===== src/rtl/wb_stage.sv =====
`default_nettype none
// ============================================================================
//  Module   : wb_stage
//  Purpose  : Writeback stage in front of the GPR file. Retires one
//             instruction per handshake. ALU results are written back one
//             cycle after accept. Loads wait for the data-memory response,
//             then select the byte or halfword and sign/zero extend it.
//             Produces a registered register-file write pulse, commit
//             information and load-hazard information for upstream.
//  Options  : WB_TIMEOUT_EN - abandon a load after TIMEOUT_CYCLES cycles
//             without a memory response (error + commit, no write).
//  Revision : 1.0 - initial release
// ============================================================================
module wb_stage #(
  parameter int unsigned TIMEOUT_CYCLES = 255,
  parameter int unsigned CNT_W          = 16
) (
  input  logic        clk,
  input  logic        rst_n,
  input  logic        I_valid,
  output logic        O_ready,
  input  logic [31:0] I_inst,
  input  logic [31:0] I_inst_addr,
  input  logic        I_rd_we,
  input  logic [4:0]  I_rd_waddr,
  input  logic [31:0] I_alu_result,
  input  logic        I_is_load,
  input  logic [2:0]  I_load_funct3,
  input  logic [1:0]  I_addr_lo,
  input  logic        I_mem_rvalid,
  input  logic [31:0] I_mem_rdata,
  output logic        O_rd_we,
  output logic [4:0]  O_rd_waddr,
  output logic [31:0] O_rd_wdata,
  output logic        O_commit_valid,
  output logic [31:0] O_commit_inst,
  output logic [31:0] O_commit_pc,
  output logic        O_load_busy,
  output logic [4:0]  O_load_rd,
  output logic        O_err
);

  localparam logic [0:0] S_IDLE     = 1'b0;
  localparam logic [0:0] S_WAIT_MEM = 1'b1;

  // Reject parameter combinations the timeout counter cannot represent.
  if (TIMEOUT_CYCLES < 1 || TIMEOUT_CYCLES > 65535 || CNT_W < 1 || CNT_W > 32 ||
      (64'(1) << CNT_W) <= 64'(TIMEOUT_CYCLES)) begin : g_param_check
    $error("wb_stage: illegal TIMEOUT_CYCLES/CNT_W combination");
  end

  logic [0:0]  state;
  logic [31:0] cap_inst;
  logic [31:0] cap_pc;
  logic        cap_rd_we;
  logic [4:0]  cap_rd;
  logic [2:0]  cap_funct3;
  logic [1:0]  cap_addr_lo;

  logic        accept;
  logic        accept_load;
  logic        mem_resp;
  logic [7:0]  byte_sel;
  logic [15:0] half_sel;
  logic [31:0] fmt_data;
  logic        fmt_legal;
  logic        timeout_hit;

  assign O_ready     = (state == S_IDLE);
  assign accept      = I_valid & O_ready;
  assign accept_load = accept & I_is_load;
  // A response only counts while a load is outstanding; in IDLE it is ignored.
  assign mem_resp    = (state == S_WAIT_MEM) & I_mem_rvalid;

  assign O_load_busy = (state == S_WAIT_MEM);
  assign O_load_rd   = (O_load_busy && cap_rd_we) ? cap_rd : 5'd0;

`ifdef WB_TIMEOUT_EN
  logic [CNT_W-1:0] wait_cnt;

  // Expiry is the WAIT_MEM cycle whose missing response would bring the
  // count to TIMEOUT_CYCLES; a response in that cycle takes priority.
  assign timeout_hit = (state == S_WAIT_MEM) && !I_mem_rvalid &&
                       (wait_cnt == CNT_W'(TIMEOUT_CYCLES - 1));

  // Count WAIT_MEM cycles spent without a memory response.
  always_ff @(posedge clk or negedge rst_n) begin
    if (!rst_n) begin
      wait_cnt <= '0;
    end else if (accept_load) begin
      wait_cnt <= '0;
    end else if ((state == S_WAIT_MEM) && !I_mem_rvalid) begin
      wait_cnt <= wait_cnt + CNT_W'(1);
    end
  end
`else
  assign timeout_hit = 1'b0;
`endif

  // Load data formatting: lane select by the captured low address bits.
  always_comb begin
    byte_sel  = 8'h00;
    fmt_data  = 32'h0000_0000;
    fmt_legal = 1'b1;
    case (cap_addr_lo)
      2'd0:    byte_sel = I_mem_rdata[7:0];
      2'd1:    byte_sel = I_mem_rdata[15:8];
      2'd2:    byte_sel = I_mem_rdata[23:16];
      default: byte_sel = I_mem_rdata[31:24];
    endcase
    half_sel = cap_addr_lo[1] ? I_mem_rdata[31:16] : I_mem_rdata[15:0];
    case (cap_funct3)
      3'b000:  fmt_data = {{24{byte_sel[7]}}, byte_sel};
      3'b001:  fmt_data = {{16{half_sel[15]}}, half_sel};
      3'b010:  fmt_data = I_mem_rdata;
      3'b100:  fmt_data = {24'h000000, byte_sel};
      3'b101:  fmt_data = {16'h0000, half_sel};
      default: fmt_legal = 1'b0;
    endcase
  end

  // Capture the fields of an accepted load for use when the response arrives.
  always_ff @(posedge clk or negedge rst_n) begin
    if (!rst_n) begin
      cap_inst    <= 32'h0000_0000;
      cap_pc      <= 32'h0000_0000;
      cap_rd_we   <= 1'b0;
      cap_rd      <= 5'd0;
      cap_funct3  <= 3'd0;
      cap_addr_lo <= 2'd0;
    end else if (accept_load) begin
      cap_inst    <= I_inst;
      cap_pc      <= I_inst_addr;
      cap_rd_we   <= I_rd_we;
      cap_rd      <= I_rd_waddr;
      cap_funct3  <= I_load_funct3;
      cap_addr_lo <= I_addr_lo;
    end
  end

  // State sequencing plus registered writeback/commit/error pulses.
  always_ff @(posedge clk or negedge rst_n) begin
    if (!rst_n) begin
      state          <= S_IDLE;
      O_rd_we        <= 1'b0;
      O_rd_waddr     <= 5'd0;
      O_rd_wdata     <= 32'h0000_0000;
      O_commit_valid <= 1'b0;
      O_commit_inst  <= 32'h0000_0000;
      O_commit_pc    <= 32'h0000_0000;
      O_err          <= 1'b0;
    end else begin
      O_rd_we        <= 1'b0;
      O_commit_valid <= 1'b0;
      O_err          <= 1'b0;
      case (state)
        S_IDLE: begin
          if (accept) begin
            if (I_is_load) begin
              state <= S_WAIT_MEM;
            end else begin
              // Write data/address track every rd-writing op (x0 included)
              // so the port shows the value even when the enable is masked.
              O_rd_we        <= I_rd_we & (I_rd_waddr != 5'd0);
              if (I_rd_we) begin
                O_rd_waddr <= I_rd_waddr;
                O_rd_wdata <= I_alu_result;
              end
              O_commit_valid <= 1'b1;
              O_commit_inst  <= I_inst;
              O_commit_pc    <= I_inst_addr;
            end
          end
        end
        default: begin
          if (mem_resp) begin
            state          <= S_IDLE;
            O_commit_valid <= 1'b1;
            O_commit_inst  <= cap_inst;
            O_commit_pc    <= cap_pc;
            if (fmt_legal) begin
              O_rd_we <= cap_rd_we & (cap_rd != 5'd0);
              if (cap_rd_we) begin
                O_rd_waddr <= cap_rd;
                O_rd_wdata <= fmt_data;
              end
            end else begin
              O_err <= 1'b1;
            end
          end else if (timeout_hit) begin
            state          <= S_IDLE;
            O_commit_valid <= 1'b1;
            O_commit_inst  <= cap_inst;
            O_commit_pc    <= cap_pc;
            O_err          <= 1'b1;
          end
        end
      endcase
    end
  end

endmodule
`default_nettype wire


===== config.mk =====
export PLATFORM = sky130hd
export DESIGN_NAME = wb_stage
export DESIGN_NICKNAME = d
export VERILOG_FILES = /design/src/rtl/wb_stage.sv
export SDC_FILE = /design/constraint.sdc
export NUM_CORES = 1
export LEC_CHECK = 0
export CORE_ASPECT_RATIO = 0.6
export CORE_MARGIN = 2
export CORE_UTILIZATION = 35
export CTS_BUF_LIST = sky130_fd_sc_hd__clkbuf_4 sky130_fd_sc_hd__clkbuf_8
export CTS_CLUSTER_DIAMETER = 100
export CTS_CLUSTER_SIZE = 25
export DETAILED_ROUTE_END_ITERATION = 12
export PLACE_DENSITY = 0.69
export SYNTH_ARGS = -nofsm -noshare
export SYNTH_HDL_FRONTEND = slang
export SYNTH_SLANG_ARGS = --single-unit

===== constraint.sdc =====
create_clock -name clk -period 1.62 [get_ports clk]
set_input_delay 0.324 -clock clk [delete_from_list [all_inputs] [get_ports clk]]
set_output_delay 0.324 -clock clk [all_outputs]
set_load 0.05 [all_outputs]

==> impl_metrics.json, run 1 <==
{
  "status": "complete, but fails checks",
  "violations": "setup timing",
  "vias": 7403,
  "die_h_um": 123.6,
  "synth_cells": 727,
  "yosysMostFrequentCell": "dfrtp_1",
  "fillers": 1883,
  "drc": 0,
  "ctsLongestPathBuffers": 2,
  "p_int_uw": 11290,
  "grtUsageTotal_pct": 22.10,
  "syn_area_per_cell_um2": 11.48,
  "yosys_most_used_dff": "dfrtp_1",
  "route.detailed.wl_per_inst_um": 21.38,
  "tritoncts": "yes",
  "dieArea_um2": 25140,
  "nNetsFinal": 1226,
  "clkTransAtPathRegs_ps": 100,
  "cp.arrival_ps": 1480,
  "ir_drop_uv": 880.6,
  "dpl.hpwl_mm": 19.14,
  "rsz0062_at_grt": "true",
  "cts_root_buf": "clkbuf_8",
  "hold_class": "in -> async",
  "finalSetupTns_ps": -7852,
  "slew_violations": 0,
  "clockPowerShare_pct": 17.5,
  "ys_warn_count": 0,
  "vias_per_cell": 5.250,
  "globalRouteOverflowTotal": 0,
  "gp_congestion": 0.9877,
  "ys_types": 42,
  "synth_seq_cells": 180,
  "io_buffers": 254,
  "cts.sinks": 180,
  "drive_gt1_share_pct": 45.39,
  "report.power.total_uw": 19460,
  "worstPathRequired_ps": 1300,
  "post-route-period-util_pct": 111.2,
  "worstPathCellList": "buf_16 > and3_4 > buf_12",
  "power_frac_comb_pct": 48.0,
  "yosys.area.top_type": "dfrtp_1",
  "syn_nets": 871,
  "sequentialPowerShare_pct": 34.5,
  "start_kind": "flip-flop",
  "synthTopCellsByCount": "dfrtp_1, a21oi_1, mux2_2",
  "regToRegSetupSlack_ps": -140,
  "max_slew_margin_pct": 67.76,
  "end_kind": "primary output",
  "finalSetupViolCount": 94,
  "cpMaxStageDelayCell": "dfrtp_4",
  "postSynth.asyncResetShare_pct": 100.0,
  "die_width_um": 203.4,
  "power_switching_uw": 8171,
  "crit_fanout": 8,
  "row_count": 43,
  "numCtsBuffers": 17,
  "synth_top_area_share_pct": 53.96,
  "grt_pass1_wl_mm": 41.38,
  "ys_seq_area_share_pct": 53.96,
  "maxCapViolCount": 0,
  "initial_utilization_pct": 35.92,
  "synth_area_leaders": "dfrtp_1, mux2_2, mux2i_1, a21oi_1, nor2_1",
  "grt_pass1_vias": 6931,
  "drt_iter0_markers": 640,
  "wl_mm": 30.14,
  "antenna_found_initial": 0,
  "core_area_um2": 23240,
  "p_per_area_nw_per_um2": 1400,
  "diodes": 0,
  "max_stage_delay_ps": 530,
  "synth_edf_count": 0,
  "hold_violations": 0,
  "grt_max_degree": 50,
  "leakagePower_uw": 0.005797,
  "max_freq_mhz": 555.0,
  "worstSetupPathType": "reg -> out",
  "fin_crit_ps": 1802,
  "setup_slack_ps": -181.8,
  "finClkSkew_ps": 15.88,
  "io_pins": 255,
  "insertion_delay_ps": 490,
  "syn_area_um2": 8348,
  "drtPass1Iterations": 5,
  "max_slew.worst_pin.slew_ps": 483.6,
  "swShare_pct": 41.99,
  "syn_to_final_growth_pct": 66.50,
  "final_antenna_net_count": 0,
  "ctsHtreeMaxLevel": 4
}
[state kept, by name (all words and copies together) (netlist names)]
| signal | flops |
|---|---|
| O_commit_inst | 32 |
| O_commit_pc | 32 |
| O_rd_wdata | 32 |
| cap_inst | 32 |
| cap_pc | 32 |
| O_rd_waddr | 5 |
| cap_rd | 5 |
| cap_funct3 | 3 |
| cap_addr_lo | 2 |
| O_commit_valid | 1 |
| O_err | 1 |
| O_load_busy | 1 |
| O_rd_we | 1 |
| cap_rd_we | 1 |
[metrics by stage]
stage / instance area (um^2) / hold slack [ps] / worst slack, ps / std cells / util [%]
after floorplan: 8418 / 28.41 / -69.52 / 727 / -
after global placement: 11830 / 335.5 / -318.2 / 1326 / 50.92
after detailed placement: 11830 / 334.4 / -368.1 / 1326 / 50.92
after CTS: 12890 / 343.3 / -225.8 / 1387 / 55.45
after global routing: 13900 / 357.3 / -250.2 / 1410 / 59.80
final: 13900 / 365.7 / -181.8 / 1410 / 59.80
[kinds of logic (layout without fill, tap and decap cells)]
group,after synthesis,count (layout),share of synthesized area (%)
AOI/OAI and AO/OA,190,191,14.06
DFF,180,180,53.96
buffers and inverters,57,424,3.492
muxes,155,155,21.04
and+or+nand+nor,145,145,7.449
[timing repair]
item / 4_1_cts / 5_1_grt
setup buffers: 17 / 10
endpoints found under the setup margin: 114 / 158
hold buffers: 1 / 0
cloned: 11 / 17
resized for setup: 35 / 189
pin swaps: 9 / 6
endpoints found under the hold margin: 40 / 0
[layout make-up]
type	instances	area [um^2]	share of cell area, %
sequential	180	4511	32.45
timing repair buffer	391	4310	31.01
multi-input combinational	491	4234	30.46
tap	315	394.1	2.836
clock buffer	22	290.3	2.088
clock inverter	10	143.9	1.035
inverter	1	16.27	0.1170
[metal layers]
metal	wire length, um	track usage [%]
met2	12630	29.29
met4	483	6.889
met3	2577	7.012
met1	14450	33.66
met5	0	0
[worst paths after layout]
check | from | endpoint | cells past startpoint
max in group asynchronous | rst_n | cap_funct3[1] | 3
worst min-delay path | rst_n | O_commit_inst[5] | 2
worst min register to register | cap_pc[11] | cap_pc[11] | 1
worst max-delay path | O_load_busy | O_load_rd[2] | 3
min in group clk | I_alu_result[25] | O_rd_wdata[25] | 3
worst max register to register | O_load_busy | O_commit_pc[6] | 10
[critical path: cells and delay by family, from the launching register on]
| family | cells | cell delay (ps) |
|---|---|---|
| buf+inv | 2 | 300 |
| flops | 1 | 530 |
| simple gates | 1 | 170 |
[power by group through the flow]
stage          logic (uW)  registers, uW  clock network, uW
6_report             9350           6710               3400
5_1_grt              9730           6850               3660
4_1_cts              8570           6510               3490
2_1_floorplan        2200           9290                  0
3_5_place_dp         8180           6550                  0
3_3_place_gp         8120           6520                  0
[layout by cell type, fill, tap and decap left out, types with 3 or more instances in the layout]
master,n
a21o_1,24
a21oi_1,38
a21oi_2,39
a221o_1,7
a31oi_1,23
and3_4,5
buf_12,37
buf_16,7
buf_4,165
buf_6,16
buf_8,4
bufbuf_16,3
bufinv_16,3
clkbuf_16,14
clkbuf_8,21
clkdlybuf4s50_1,142
clkinv_4,3
dfrtp_1,177
mux2_2,73
mux2i_1,72
mux4_2,8
nand2_1,48
nor2_1,13
nor2_2,20
nor2_4,40
o21ai_0,25
o21ai_2,7
o22a_1,15
Note: power is estimated with default switching activity, not from simulation.
==> run 2, diff against run 1 <==
Settings changed: GPL_ROUTABILITY_DRIVEN set to 0.
==> run 2 against run 1 <==
  * The run still ends with setup timing left
  * Utilization up 0.73 points
  * Die area unchanged
  * Worst hold slack improved by 1.3 ps
  * Combinational power grew 2.4%
  * Routed wire length increased by 0.50%
  * Flip-flop and latch count is the same
  * Critical path depth is the same
  * Largest power group unchanged
==> impl_metrics.json, run 2 (synthesized netlist as in run 1, its figures left out) <==
{
  "status": "complete, but fails checks",
  "violations": "setup timing",
  "p_per_area_nw_per_um2": 1394,
  "slew_violations": 0,
  "globalRouteOverflowTotal": 0,
  "max_stage_delay_ps": 540,
  "dieArea_um2": 25140,
  "clkTransAtPathRegs_ps": 110,
  "drtPass1Iterations": 5,
  "worstPathRequired_ps": 1300,
  "dp_cells": 1326,
  "cts.sinks": 180,
  "maxCapViolCount": 0,
  "core_area_um2": 23240,
  "crit_fanout": 7,
  "grt_pass1_wl_mm": 42.13,
  "post-route-period-util_pct": 110.5,
  "drive_gt1_share_pct": 48.26,
  "die_h_um": 123.6,
  "multi_input_area_um2": 4434,
  "initial_utilization_pct": 35.92,
  "leakagePower_uw": 0.005782,
  "final_antenna_net_count": 0,
  "ir_drop_uv": 846.9,
  "regArea_um2": 4511,
  "layout_commonest_cell": "dfrtp_1",
  "grt_max_degree": 44,
  "drc": 0,
  "antenna_found_initial": 0,
  "final_cell_mix": "dfrtp_1, buf_4, clkdlybuf4s50_1",
  "vias_per_cell": 5.325,
  "hold_violations": 0,
  "final_core_util_pct": 60.53,
  "insertion_delay_ps": 470,
  "rsz0062_at_grt": "true",
  "start_kind": "flip-flop",
  "numCtsBuffers": 17,
  "setup_slack_ps": -170.2,
  "tritoncts": "yes",
  "stdcell_count": 1409,
  "ctsLongestPathBuffers": 2,
  "fin_crit_ps": 1790,
  "die_width_um": 203.4,
  "diodes": 0,
  "hold_class": "in -> async",
  "end_kind": "primary output",
  "nNetsFinal": 1226,
  "finalSetupViolCount": 108,
  "max_slew.worst_pin.slew_ps": 715.3,
  "io_buffers": 254,
  "io_pins": 255,
  "finClkSkew_ps": 14.41,
  "cts_root_buf": "clkbuf_8",
  "dpl.hpwl_mm": 19.13,
  "cp.arrival_ps": 1470,
  "max_freq_mhz": 558.6,
  "ctsHtreeMaxLevel": 4,
  "cpMaxStageDelayCell": "dfrtp_4",
  "vias": 7503,
  "fillers": 1860,
  "row_count": 43,
  "grtUsageTotal_pct": 22.21,
  "worstSetupPathType": "reg -> out",
  "max_slew_margin_pct": 52.05,
  "syn_to_final_growth_pct": 68.53,
  "worstPathCellList": "buf_16 > and3_4 > buf_12",
  "grt_pass1_vias": 7158,
  "drt_iter0_markers": 459,
  "wl_mm": 30.29,
  "route.detailed.wl_per_inst_um": 21.50
}
## run 2: power breakdown
group,switching (uW),internal [uW],total [uW],leakage (uW)
registers,1070,5720,6790,0.00207
logic,5550,4020,9570,0.00352
clock network,1720,1530,3250,0.000195
total,8350,11300,19600,0.00578
## run 2: what timing repair did
action                     CTS  global route
hold buffers                 1             0
gates cloned                10            17
resized for setup           72           204
buffers inserted            18             8
pin swaps                    9             5
hold endpoints to repair    31             0
setup endpoints to repair  103           100
## run 2: path summary, 6_finish.rpt
kind                             startpoint               end  slack (ps)  depth (start not counted)
setup / recovery                O_load_busy      O_load_rd[2]        -170                          3
hold / removal                        rst_n      cap_inst[14]         370                          2
setup reg to reg                O_load_busy  O_commit_inst[9]        -150                          9
hold reg to reg                  cap_pc[30]        cap_pc[30]         510                          1
max in group asynchronous             rst_n        cap_pc[20]         670                          3
min in group clk           I_alu_result[17]    O_rd_wdata[17]         460                          3
## run 2: layout make-up
class,instances,share of cell area (%)
clock buffers,18,1.716
clock inverters,13,1.121
inverters,1,0.06226
multi-input cells,492,31.52
flip-flops and latches,180,32.06
well taps,315,2.801
repair buffers,390,30.72
## run 2: layer usage
metal	vias to the layer above	global-route usage, %	routed length, um
met2	285	30.82	12890
li1	3361	-	-
met1	3830	33.48	14270
met4	0	4.881	320
met5	-	0	0
met3	27	7.012	2814
## run 2: per-stage QoR
stage                     TNS [ps]  area, um^2  worst slack, ps  hold slack, ps  total power, uW
after CTS                    -3927       12830           -209.7           321.9            18460
after global routing        -16500       14070           -251.0           348.8            20470
final                       -10430       14070           -170.2           367.0            19620
after global placement      -27950       11800           -356.8           297.1            14570
after floorplan              -1807        8418           -69.52           28.41            11490
after detailed placement    -30340       11800           -419.2           291.5            14690
## run 2: critical path, delay by kind of cell (launching register included)
family                 cells  cell delay, ps
DFF                        1             540
and+or+nand+nor            1             170
buffers and inverters      2             300
